==> config.mk <==
export PLATFORM = sky130hd
export DESIGN_NAME = quantize_servo_flat
export DESIGN_NICKNAME = d
export VERILOG_FILES = /design/src/rtl/quantize_servo_if.sv /design/src/rtl/quantize_servo.sv /design/src/flat_wrapper.sv
export SDC_FILE = /design/constraint.sdc
export NUM_CORES = 1
export LEC_CHECK = 0
export ABC_AREA = 1
export BUFFER_PORTS_ARGS = -buffer_cell sky130_fd_sc_hd__buf_2
export CORE_UTILIZATION = 37
export CTS_CLUSTER_DIAMETER = 60
export DETAILED_ROUTE_END_ITERATION = 10
export PLACE_DENSITY = 0.6
export SLEW_MARGIN = 10
export SYNTH_ARGS = -nofsm -noshare
export SYNTH_HDL_FRONTEND = slang
export SYNTH_SLANG_ARGS = --single-unit
==> constraint.sdc <==
create_clock -name clk -period 2.04 [get_ports clk]
set_input_delay 0.204 -clock clk [delete_from_list [all_inputs] [get_ports clk]]
set_output_delay 0.204 -clock clk [all_outputs]
set_load 0.02 [all_outputs]
==> src/rtl/quantize_servo_if.sv <==
// ============================================================================
// quantize_servo_if : control/status bundle between quantizer servo and user
// Rev 1.0
// ============================================================================
`default_nettype none

interface quantize_servo_if #(
  parameter int WIN_LOG2 = 10
);
  logic                en;
  logic [1:0]          y;
  logic                y_valid;
  logic                cfg_we;
  logic [7:0]          cfg_offset;
  logic [7:0]          offset;
  logic [9:0]          random;
  logic                win_done;
  logic [WIN_LOG2:0]   pos_count;
  logic [WIN_LOG2:0]   mag_count;
  logic                lock;

  modport master (
    output en, y, y_valid, cfg_we, cfg_offset,
    input  offset, random, win_done, pos_count, mag_count, lock
  );

  modport slave (
    input  en, y, y_valid, cfg_we, cfg_offset,
    output offset, random, win_done, pos_count, mag_count, lock
  );
endinterface

`default_nettype wire

==> src/rtl/quantize_servo.sv <==
// ============================================================================
// quantize_servo : dither LFSR plus windowed DC-offset servo for 2-bit quantizer
// Rev 1.0
// ============================================================================
`default_nettype none

module quantize_servo #(
  parameter int         WIN_LOG2  = 10,
  parameter int         DEADBAND  = 16,
  parameter int         STEP      = 1,
  parameter int         LOCK_N    = 4,
  parameter logic [9:0] LFSR_SEED = 10'h3FF
) (
  input  wire logic          clk,
  input  wire logic          reset,
  quantize_servo_if.slave    bus
);

  localparam int c_CW = WIN_LOG2 + 1;
  localparam int c_DW = WIN_LOG2 + 2;
  localparam int c_SW = $clog2(LOCK_N + 1);
  localparam logic signed [c_DW-1:0] c_HALF = c_DW'(2 ** (WIN_LOG2 - 1));
  localparam logic signed [c_DW-1:0] c_DB   = c_DW'(DEADBAND);
  localparam logic signed [8:0]      c_STEP = 9'(STEP);
  localparam logic [c_SW-1:0]        c_LOCK = c_SW'(LOCK_N);

  typedef enum logic [1:0] {
    S_IDLE   = 2'd0,
    S_ACCUM  = 2'd1,
    S_UPDATE = 2'd2
  } state_t;

  state_t r_state, w_next;

  logic [9:0]          r_lfsr;
  logic [WIN_LOG2-1:0] r_smp_cnt;
  logic [c_CW-1:0]     r_pos_acc, r_mag_acc;
  logic [c_CW-1:0]     r_pos_count, r_mag_count;
  logic [7:0]          r_offset;
  logic [c_SW-1:0]     r_stable;
  logic                r_lock, r_win_done;

  logic                w_count, w_update, w_clear;
  logic signed [c_DW-1:0] w_d;
  logic                w_dec, w_inc, w_corr;
  logic signed [8:0]   w_off_wide, w_off_dec, w_off_inc;
  logic [7:0]          w_off_next;
  logic [c_SW-1:0]     w_stable_inc;

  always_ff @(posedge clk) begin
    if (reset) r_state <= S_IDLE;
    else       r_state <= w_next;
  end

  // A cfg write in ACCUM restarts the window, so it also blocks the move to UPDATE.
  always_comb begin
    w_next   = r_state;
    w_count  = 1'b0;
    w_update = 1'b0;
    w_clear  = 1'b0;
    case (r_state)
      S_IDLE: begin
        w_clear = 1'b1;
        if (bus.en) w_next = S_ACCUM;
      end
      S_ACCUM: begin
        if (!bus.en) begin
          w_next = S_IDLE;
        end else if (!bus.cfg_we && bus.y_valid) begin
          w_count = 1'b1;
          if (r_smp_cnt == {WIN_LOG2{1'b1}}) w_next = S_UPDATE;
        end
      end
      S_UPDATE: begin
        w_update = 1'b1;
        w_next   = bus.en ? S_ACCUM : S_IDLE;
      end
      default: w_next = S_IDLE;
    endcase
  end

  always_comb begin
    w_d        = $signed({1'b0, r_pos_acc}) - c_HALF;
    w_dec      = (w_d > c_DB);
    w_inc      = (w_d < -c_DB);
    w_corr     = w_dec | w_inc;
    w_off_wide = {r_offset[7], r_offset};
    w_off_dec  = w_off_wide - c_STEP;
    w_off_inc  = w_off_wide + c_STEP;
    w_off_next = r_offset;
    if (w_dec)      w_off_next = (w_off_dec < -9'sd128) ? 8'h80 : w_off_dec[7:0];
    else if (w_inc) w_off_next = (w_off_inc > 9'sd127)  ? 8'h7F : w_off_inc[7:0];
    w_stable_inc = (r_stable == c_LOCK) ? r_stable : r_stable + 1'b1;
  end

  always_ff @(posedge clk) begin
    if (reset) begin
      r_lfsr      <= LFSR_SEED;
      r_smp_cnt   <= '0;
      r_pos_acc   <= '0;
      r_mag_acc   <= '0;
      r_pos_count <= '0;
      r_mag_count <= '0;
      r_offset    <= '0;
      r_stable    <= '0;
      r_lock      <= 1'b0;
      r_win_done  <= 1'b0;
    end else begin
      r_lfsr     <= {r_lfsr[8:0], r_lfsr[9] ^ r_lfsr[6]};
      r_win_done <= w_update;
      if (w_update) begin
        r_pos_count <= r_pos_acc;
        r_mag_count <= r_mag_acc;
      end
      if (w_clear || w_update || bus.cfg_we) begin
        r_smp_cnt <= '0;
        r_pos_acc <= '0;
        r_mag_acc <= '0;
      end else if (w_count) begin
        r_smp_cnt <= r_smp_cnt + 1'b1;
        r_pos_acc <= r_pos_acc + c_CW'(bus.y[1]);
        r_mag_acc <= r_mag_acc + c_CW'(bus.y[1] == bus.y[0]);
      end
      if (bus.cfg_we)            r_offset <= bus.cfg_offset;
      else if (w_update && w_corr) r_offset <= w_off_next;
      if (bus.cfg_we) begin
        r_stable <= '0;
        r_lock   <= 1'b0;
      end else if (w_update) begin
        if (w_corr) begin
          r_stable <= '0;
          r_lock   <= 1'b0;
        end else begin
          r_stable <= w_stable_inc;
          r_lock   <= (w_stable_inc == c_LOCK);
        end
      end
    end
  end

  assign bus.offset    = r_offset;
  assign bus.random    = r_lfsr;
  assign bus.win_done  = r_win_done;
  assign bus.pos_count = r_pos_count;
  assign bus.mag_count = r_mag_count;
  assign bus.lock      = r_lock;

endmodule

`default_nettype wire

==> src/flat_wrapper.sv <==
// flat-port wrapper written by rule: the top's interface ports become plain ports
module quantize_servo_flat 
#(
  parameter int         WIN_LOG2  = 10,
  parameter int         DEADBAND  = 16,
  parameter int         STEP      = 1,
  parameter int         LOCK_N    = 4,
  parameter logic [9:0] LFSR_SEED = 10'h3FF
)
  (clk, reset, bus_en, bus_y, bus_y_valid, bus_cfg_we, bus_cfg_offset, bus_offset, bus_random, bus_win_done, bus_pos_count, bus_mag_count, bus_lock);
  quantize_servo_if #(.WIN_LOG2(WIN_LOG2)) bus_i ();
  input  wire logic clk;
  input  wire logic reset;
  input wire logic [$bits(bus_i.en)-1:0] bus_en;
  input wire logic [$bits(bus_i.y)-1:0] bus_y;
  input wire logic [$bits(bus_i.y_valid)-1:0] bus_y_valid;
  input wire logic [$bits(bus_i.cfg_we)-1:0] bus_cfg_we;
  input wire logic [$bits(bus_i.cfg_offset)-1:0] bus_cfg_offset;
  output wire logic [$bits(bus_i.offset)-1:0] bus_offset;
  output wire logic [$bits(bus_i.random)-1:0] bus_random;
  output wire logic [$bits(bus_i.win_done)-1:0] bus_win_done;
  output wire logic [$bits(bus_i.pos_count)-1:0] bus_pos_count;
  output wire logic [$bits(bus_i.mag_count)-1:0] bus_mag_count;
  output wire logic [$bits(bus_i.lock)-1:0] bus_lock;
  assign bus_i.en = bus_en;
  assign bus_i.y = bus_y;
  assign bus_i.y_valid = bus_y_valid;
  assign bus_i.cfg_we = bus_cfg_we;
  assign bus_i.cfg_offset = bus_cfg_offset;
  assign bus_offset = bus_i.offset;
  assign bus_random = bus_i.random;
  assign bus_win_done = bus_i.win_done;
  assign bus_pos_count = bus_i.pos_count;
  assign bus_mag_count = bus_i.mag_count;
  assign bus_lock = bus_i.lock;
  quantize_servo #(.WIN_LOG2(WIN_LOG2), .DEADBAND(DEADBAND), .STEP(STEP), .LOCK_N(LOCK_N), .LFSR_SEED(LFSR_SEED)) u_core (.clk(clk), .reset(reset), .bus(bus_i));
endmodule
Word level (Yosys, flattened, before mapping):

Cells that the tools add are included.

* mux-type cells: 20
* bitwise logic cells: 2
* reductions and logical operators: 12
* equality and inequality tests: 9
* magnitude comparators: 4
* add/sub/neg operators: 7

Operator list (count)
* $mux W8: 6
* $add A11 B1 Y11: 2
* $gt A12 B6 Y1 const B: 1
* $lt A12 B5 Y1 const B: 1
* $sub A11 B10 Y12 const B: 1
* $add A10 B1 Y10 const B: 1
* $eq A10 B10 Y1 const B: 1
* $add A8 B2 Y9 const B: 1
* $gt A9 B8 Y1 const B: 1
* $lt A9 B8 Y1 const B: 1
* $sub A8 B2 Y9 const B: 1
* $mux W2: 4
* $mux W1: 7
* $eq A3 B3 Y1 const B: 2
* $mux W3: 2
* $ne A3 B2 Y1 const B: 2
* $pmux W2 S3: 1
* $reduce_or A2 Y1: 2
* $add A3 B1 Y3 const B: 1
* $reduce_and A3 Y1: 1
* $reduce_bool A3 Y1: 1
* $eq A2 B1 Y1 const B: 1
* $eq A2 B2 Y1 const B: 1
* $logic_and A1 B1 Y1: 2
* other kinds (9): 10

* word-level logic and storage cells: 65
* register bits: 79

Longest topological paths before layout:

* word-level depth: 7
* gate-level depth with buffers: 15
* gate-level depth less buffers: 15

Worst setup path before layout:

OpenSTA, ideal clock, no wires.

* kind: register to register
* start point: register u_core.r_offset[0], in the netlist u_core.bus.offset[0]
* end point: register u_core.r_offset[3], in the netlist u_core.bus.offset[3]
* clock period less this slack: 1761 ps
* cell stages (with the launch flop): 15
* setup slack: 279 ps
* arrival time: 1691 ps
* path through: dfxtp_1 inv_1 ha_1 nand2_1 nor2_1 nand2_1 nor2_1 nand2_1 nand2_1 nand2_1 nand2_1 nand2_1 nand2_1 nand2_1 a21oi_1

* longest elaborated chain between the ends: 7

Ends and longest elaborated chain
* from (decl): RTL line quantize_servo.sv:39 `logic [7:0] r_offset;`
* from (signal assigned): RTL line quantize_servo.sv:124 `if (bus.cfg_we) r_offset <= bus.cfg_offset;`
* from (signal assigned): RTL line quantize_servo.sv:125 `else if (w_update && w_corr) r_offset <= w_off_next;`
* $add A8 B2 Y9: RTL line quantize_servo.sv:89 `w_off_inc = w_off_wide + c_STEP;`
* $gt A9 B8 Y1: RTL line quantize_servo.sv:92 `else if (w_inc) w_off_next = (w_off_inc > 9'sd127) ? 8'h7F : w_off_inc[7:0];`
* $mux W8 (2 in series): RTL line quantize_servo.sv:92
* $mux W8 *: RTL line quantize_servo.sv:91 `if (w_dec) w_off_next = (w_off_dec < -9'sd128) ? 8'h80 : w_off_dec[7:0];`
* $mux W8 *: RTL line quantize_servo.sv:125
* $mux W8 *: RTL line quantize_servo.sv:124

Mark *: on every way between the ends. The rest lies on a longest branch, timed or not. The select of a mux whose other input is x is not followed.
A chain may end at the register's enable or synchronous reset.

Final worst setup path:

* start point: register u_core.r_offset[1], in the netlist u_core.bus.offset[1]
* end point: register u_core.r_offset[3], in the netlist u_core.bus.offset[3]

The elaborated chain is that of the path after synthesis.

==> reports/metrics.sh <==
WORST_SLEW_MARGIN_REL=0.634
TIMING.CRITICAL_PATH.ARRIVAL_PS=2100
REPORT.FINAL.HOLD_VIOL_COUNT=0
WHS_PATH_DEPTH=3
POST_SYNTH_INSTANCE_AREA_MM2=0.00381
SYNTH_FP_NETS=544
LAYOUT.CELLS.NON_FILLER=715
TIMING.FINAL.CRIT_SHARE=0.890
YS_SEQ_AREA_FRAC=0.415
YS.WARNINGS.COUNT=0
VIAS=3475
POST-PLACE-CELLS=699
POST_SYNTH_NUM_CELL_TYPES=39
SYNTHDOMINANTAREACELLTYPE='sky130_fd_sc_hd__dfxtp_1'
DRT-WIRELENGTH-PER-CELL_UM=12.2
DRT_ITER0_DRC=108
POSTROUTEWIRELENGTH_MM=8.75
GRT_START_MAX_NET_PINS=24
LEAKAGE_nW=1.88
IRDROPWORSTVDD_V=0.000297
PWR-SHARE-SEQ=0.541
CRITICAL_PATH_PEAK_FANOUT=6
INSERTEDDIODECOUNT=0
RESIDUAL_ANTENNA_VIOLATING_NET_COUNT_AFTER_DETAILED_ROUTING=0
FINAL_NETS=604
DIEWIDTH_UM=103
SYNTH_SEQ_CELLS=79
YS_ASYNC_SR_FRACTION=0
SYNTH.CELLS.MOST_FREQUENT='sky130_fd_sc_hd__nand2_1 (92), sky130_fd_sc_hd__dfxtp_1 (79), sky130_fd_sc_hd__nor2_1 (59), sky130_fd_sc_hd__a21oi_1 (55), sky130_fd_sc_hd__inv_1 (55)'
CAP_VIOL_MAX_COUNT=0
REG2REGPATHDEPTH=14
FIN_SETUP_TNS_PS=0
CLOCK_TREE_FROM_TRITONCTS='yes'
SWITCHING_POWER_uW=793
GRTUSAGETOTAL=0.174
CRITPATHLAUNCHTYPE='register'
WORST-PATH-BUF-INV=1
CELLINTERNALPOWER_mW=2.14
ANTENNA_FOUND_INITIAL=0
POWER.SHARE.COMBINATIONAL=0.083
REMAINING_DRC_ERRORS=0
MIN-DELAY-START='bus_en'
CRITICAL-PATH-TOP-CELL-BY-COUNT='sky130_fd_sc_hd__nand2_1'
H_TREE_LEVELS=3
FILL_CELLS=1000
DETAILED_PLACE_HPWL_MM=6.42
FLOORPLAN.INITIALDENSITY=0.386
OUTCOME='complete, no violations'
SYNTH_LARGEST_TYPE_AREA_FRACTION=0.415
SWSHARE=0.271
DIE_AREA_MM2=0.0107
FINAL.HOLD.WORST_SLACK_PS=127
CP_DATA_REQUIRED_TIME_PS=2320
DETAIL_ROUTE.VIAS_PER_CELL=4.86
CORE.ROWCOUNT=36
TIGHTEST_SLEW_PS=548
CTS_MAX_PATH_BUFFERS=2
CLOCK_INSERTION_DELAY_WORST_SKEW_PS=350
MAX_FREQ_MHz=551
POWER_DENSITY_CELLS_mW_PER_MM2=659
CLOCK_TREE.ROOT_CELL='sky130_fd_sc_hd__clkbuf_8'
SYN-INSTANCE-COUNT=517
FINAL_CRITICAL_PATH_SETUP_SLACK_PS=225
NETLIST_TOP_CELLS_AREA='sky130_fd_sc_hd__dfxtp_1 (42%), sky130_fd_sc_hd__nand2_1 (9.1%), sky130_fd_sc_hd__a21oi_1 (7.2%), sky130_fd_sc_hd__o21ai_0 (5.9%), sky130_fd_sc_hd__nor2_1 (5.8%)'
FIRST_PASS_ITERS=4
AREA_GROWTH_SYN_TO_LAYOUT_PCT=16.7
DP_SLACK_PS=128
TIMING.CRITICAL_PATH.MAX_DELAY_FAMILY='simple AND/OR/NAND/NOR gates'
DIE-HEIGHT_UM=103
R2R-END='u_core.bus.offset[3]$_SDFFE_PP0P_'
FINAL_SETUP_VIOLATIONS=0
FINAL-MAX-SLEW-VIOLATION-COUNT=0
PORT_BUFFERS=56
CLKSLEWWORSTSETUPHOLDPATHS_PS=90
SETUP.WORST_PATH.END_CLASS='register'
SYNTH_TOP_FLOP_CELL='sky130_fd_sc_hd__dfxtp_1'
WORST_PATH_LARGEST_CELL_DELAY_PS=470
NUMCLOCKSINKS=79
POSTSYNTHAREAPERCELL_UM2=7.36
LAYOUT-DRIVE-GT1-SHARE=0.203
CRIT-REG2REG-LAUNCH='u_core.bus.offset[1]$_SDFFE_PP0P_'
POST_CTS_BUFFERS=0
CLKPWRFRAC=0.376
RSZ_0062_RAISED_AFTER_GLOBAL_ROUTING='no'
GRT_FIRST_PASS_WIRELENGTH_MM=14.3
RRSETUPSLACK_PS=230
SETUP.WORST_PATH.START='u_core.bus.offset[1]$_SDFFE_PP0P_'
HOLDCRITPATHCLASS='primary input to register'
SYNTH_MOST_COMMON_CELL='sky130_fd_sc_hd__nand2_1'
IO_PINS=57
CAPTURE_ENDPOINT_OF_THE_WORST_HOLD_PATH='u_core.r_state[0]$_SDFFE_PP0P_'
HOLD_FIX_BUFFERS_AT_CTS=0
SLOWEST_STAGE='sky130_fd_sc_hd__dfxtp_1'
COREAREA_MM2=0.00986
CRITPATHKIND='register to register'
GRT_PASS1_VIAS=3086
GRT.OVERFLOW.TOTAL=0
GP_ROUTABILITY_CONGESTION=0.845
CLOCK_SKEW_PS=11.6
SYNTH_ENABLE_FLOP_CELLS=0
CTS-BUFFERS-INSERTED=9
CRIT_PATH_CELL_TRACE='inv_1 -> ha_1 -> nand2_1 -> nor2_1 -> nand2_1 -> nor2_1 -> nand2_1 -> nand2_1 -> nand2_1 -> nand2_1 -> nand2_1 -> nand2_1 -> nand2_1 -> a21oi_1'
FINALWORSTPATHREQUIREDPERIOD_PS=1810
[worst reg2reg max path, delay by kind of cell (launching register included)]
kind	cells	cell delay (ps)
AO/OA/AOI/OAI	1	110
adder cells (fa/ha/maj)	1	300
AND/OR/NAND/NOR	11	790
buffers and inverters	1	100
flip-flops	1	470
[through the flow]
step	util	power [mW]	cell area [um2]
floorplan	-	1.79	3810
global placement	0.431	1.86	4250
detailed placement	0.431	1.86	4250
CTS	0.450	2.97	4440
global route	0.450	3.08	4440
finish	0.450	2.93	4440
[final cells by class]
type / count / area [um2] / area share
inverters: 59 / 221 / 0.0498
repair buffers: 66 / 359 / 0.0808
flip-flops and latches: 79 / 1590 / 0.357
multi-input cells: 362 / 1920 / 0.433
clock buffers: 10 / 138 / 0.0310
clock inverters: 6 / 50.0 / 0.0113
well taps: 133 / 166 / 0.0375
[sequential cells by signal, indices dropped and copies added (netlist names)]
register / cells
u_core.bus.random: 10
u_core.r_mag_acc: 11
u_core.bus.pos_count: 11
u_core.bus.lock: 1
u_core.r_stable: 3
u_core.bus.win_done: 1
u_core.bus.offset: 8
u_core.r_smp_cnt: 10
u_core.r_state: 2
u_core.r_pos_acc: 11
u_core.bus.mag_count: 11
[worst max path at each step]
| stage | endpoint | slack [ps] | cells past startpoint |
|---|---|---|---|
| 3_5_place_dp | u_core.bus.offset[6]$_SDFFE_PP0P_ | 130 | 11 |
| 4_1_cts | u_core.bus.offset[6]$_SDFFE_PP0P_ | 100 | 11 |
| 6_report | u_core.bus.offset[3]$_SDFFE_PP0P_ | 230 | 14 |
| 2_1_floorplan | u_core.bus.offset[3]$_SDFFE_PP0P_ | 280 | 14 |
| 3_3_place_gp | u_core.bus.offset[6]$_SDFFE_PP0P_ | 180 | 11 |
| 5_1_grt | u_core.bus.offset[2]$_SDFFE_PP0P_ | 0.5 | 13 |
[power by group through the flow]
stage | Clock (mW) | Combinational (mW) | Sequential (mW)
2_1_floorplan | 0 | 0.162 | 1.63
6_report | 1.10 | 0.243 | 1.58
3_3_place_gp | 0 | 0.241 | 1.62
4_1_cts | 1.14 | 0.242 | 1.58
3_5_place_dp | 0 | 0.241 | 1.62
5_1_grt | 1.21 | 0.278 | 1.59
[kinds of logic (layout without fill, tap and decap cells)]
logic type,after synthesis,in the layout,share of synthesized area
AO/OA/AOI/OAI,110,110,0.149
XOR/XNOR,11,11,0.0253
adder cells (fa/ha/maj),12,12,0.0394
buffers and inverters,76,141,0.0802
flip-flops,79,79,0.415
multiplexers,1,1,0.00263
AND/OR/NAND/NOR,228,228,0.288
[cell usage in the layout, fill, tap and decap left out, types with 3 or more instances in the layout]
cell / Yosys / final
sky130_fd_sc_hd__a21oi_1: 55 / 55
sky130_fd_sc_hd__buf_2: 4 / 56
sky130_fd_sc_hd__buf_4: 0 / 9
sky130_fd_sc_hd__clkbuf_8: 0 / 10
sky130_fd_sc_hd__dfxtp_1: 79 / 76
sky130_fd_sc_hd__dfxtp_2: 0 / 3
sky130_fd_sc_hd__ha_1: 12 / 12
sky130_fd_sc_hd__inv_1: 55 / 54
sky130_fd_sc_hd__inv_2: 3 / 4
sky130_fd_sc_hd__nand2_1: 92 / 92
sky130_fd_sc_hd__nand3_1: 28 / 28
sky130_fd_sc_hd__nand4_1: 4 / 4
sky130_fd_sc_hd__nor2_1: 59 / 58
sky130_fd_sc_hd__nor2_2: 3 / 4
sky130_fd_sc_hd__nor2_4: 3 / 3
sky130_fd_sc_hd__nor3_1: 12 / 12
sky130_fd_sc_hd__nor3b_1: 3 / 3
sky130_fd_sc_hd__nor4_1: 3 / 3
sky130_fd_sc_hd__o21ai_0: 45 / 43
sky130_fd_sc_hd__o21ai_1: 4 / 6
sky130_fd_sc_hd__or2_2: 8 / 8
sky130_fd_sc_hd__xor2_1: 9 / 9
[per-layer routing]
metal | vias to the layer above | track usage | wire [um]
met3 | 15 | 0.0296 | 373
met2 | 85 | 0.281 | 4000
met1 | 1564 | 0.222 | 4190
met5 | - | 0 | 0
met4 | 0 | 0.0953 | 191
li1 | 1811 | - | -
[repair_timing]
item | CTS | global route
resized for setup | 0 | 7
setup endpoints to repair | 0 | 6
endpoints found under the hold margin | 0 | 0
Note: power is estimated with default switching activity, not from simulation.
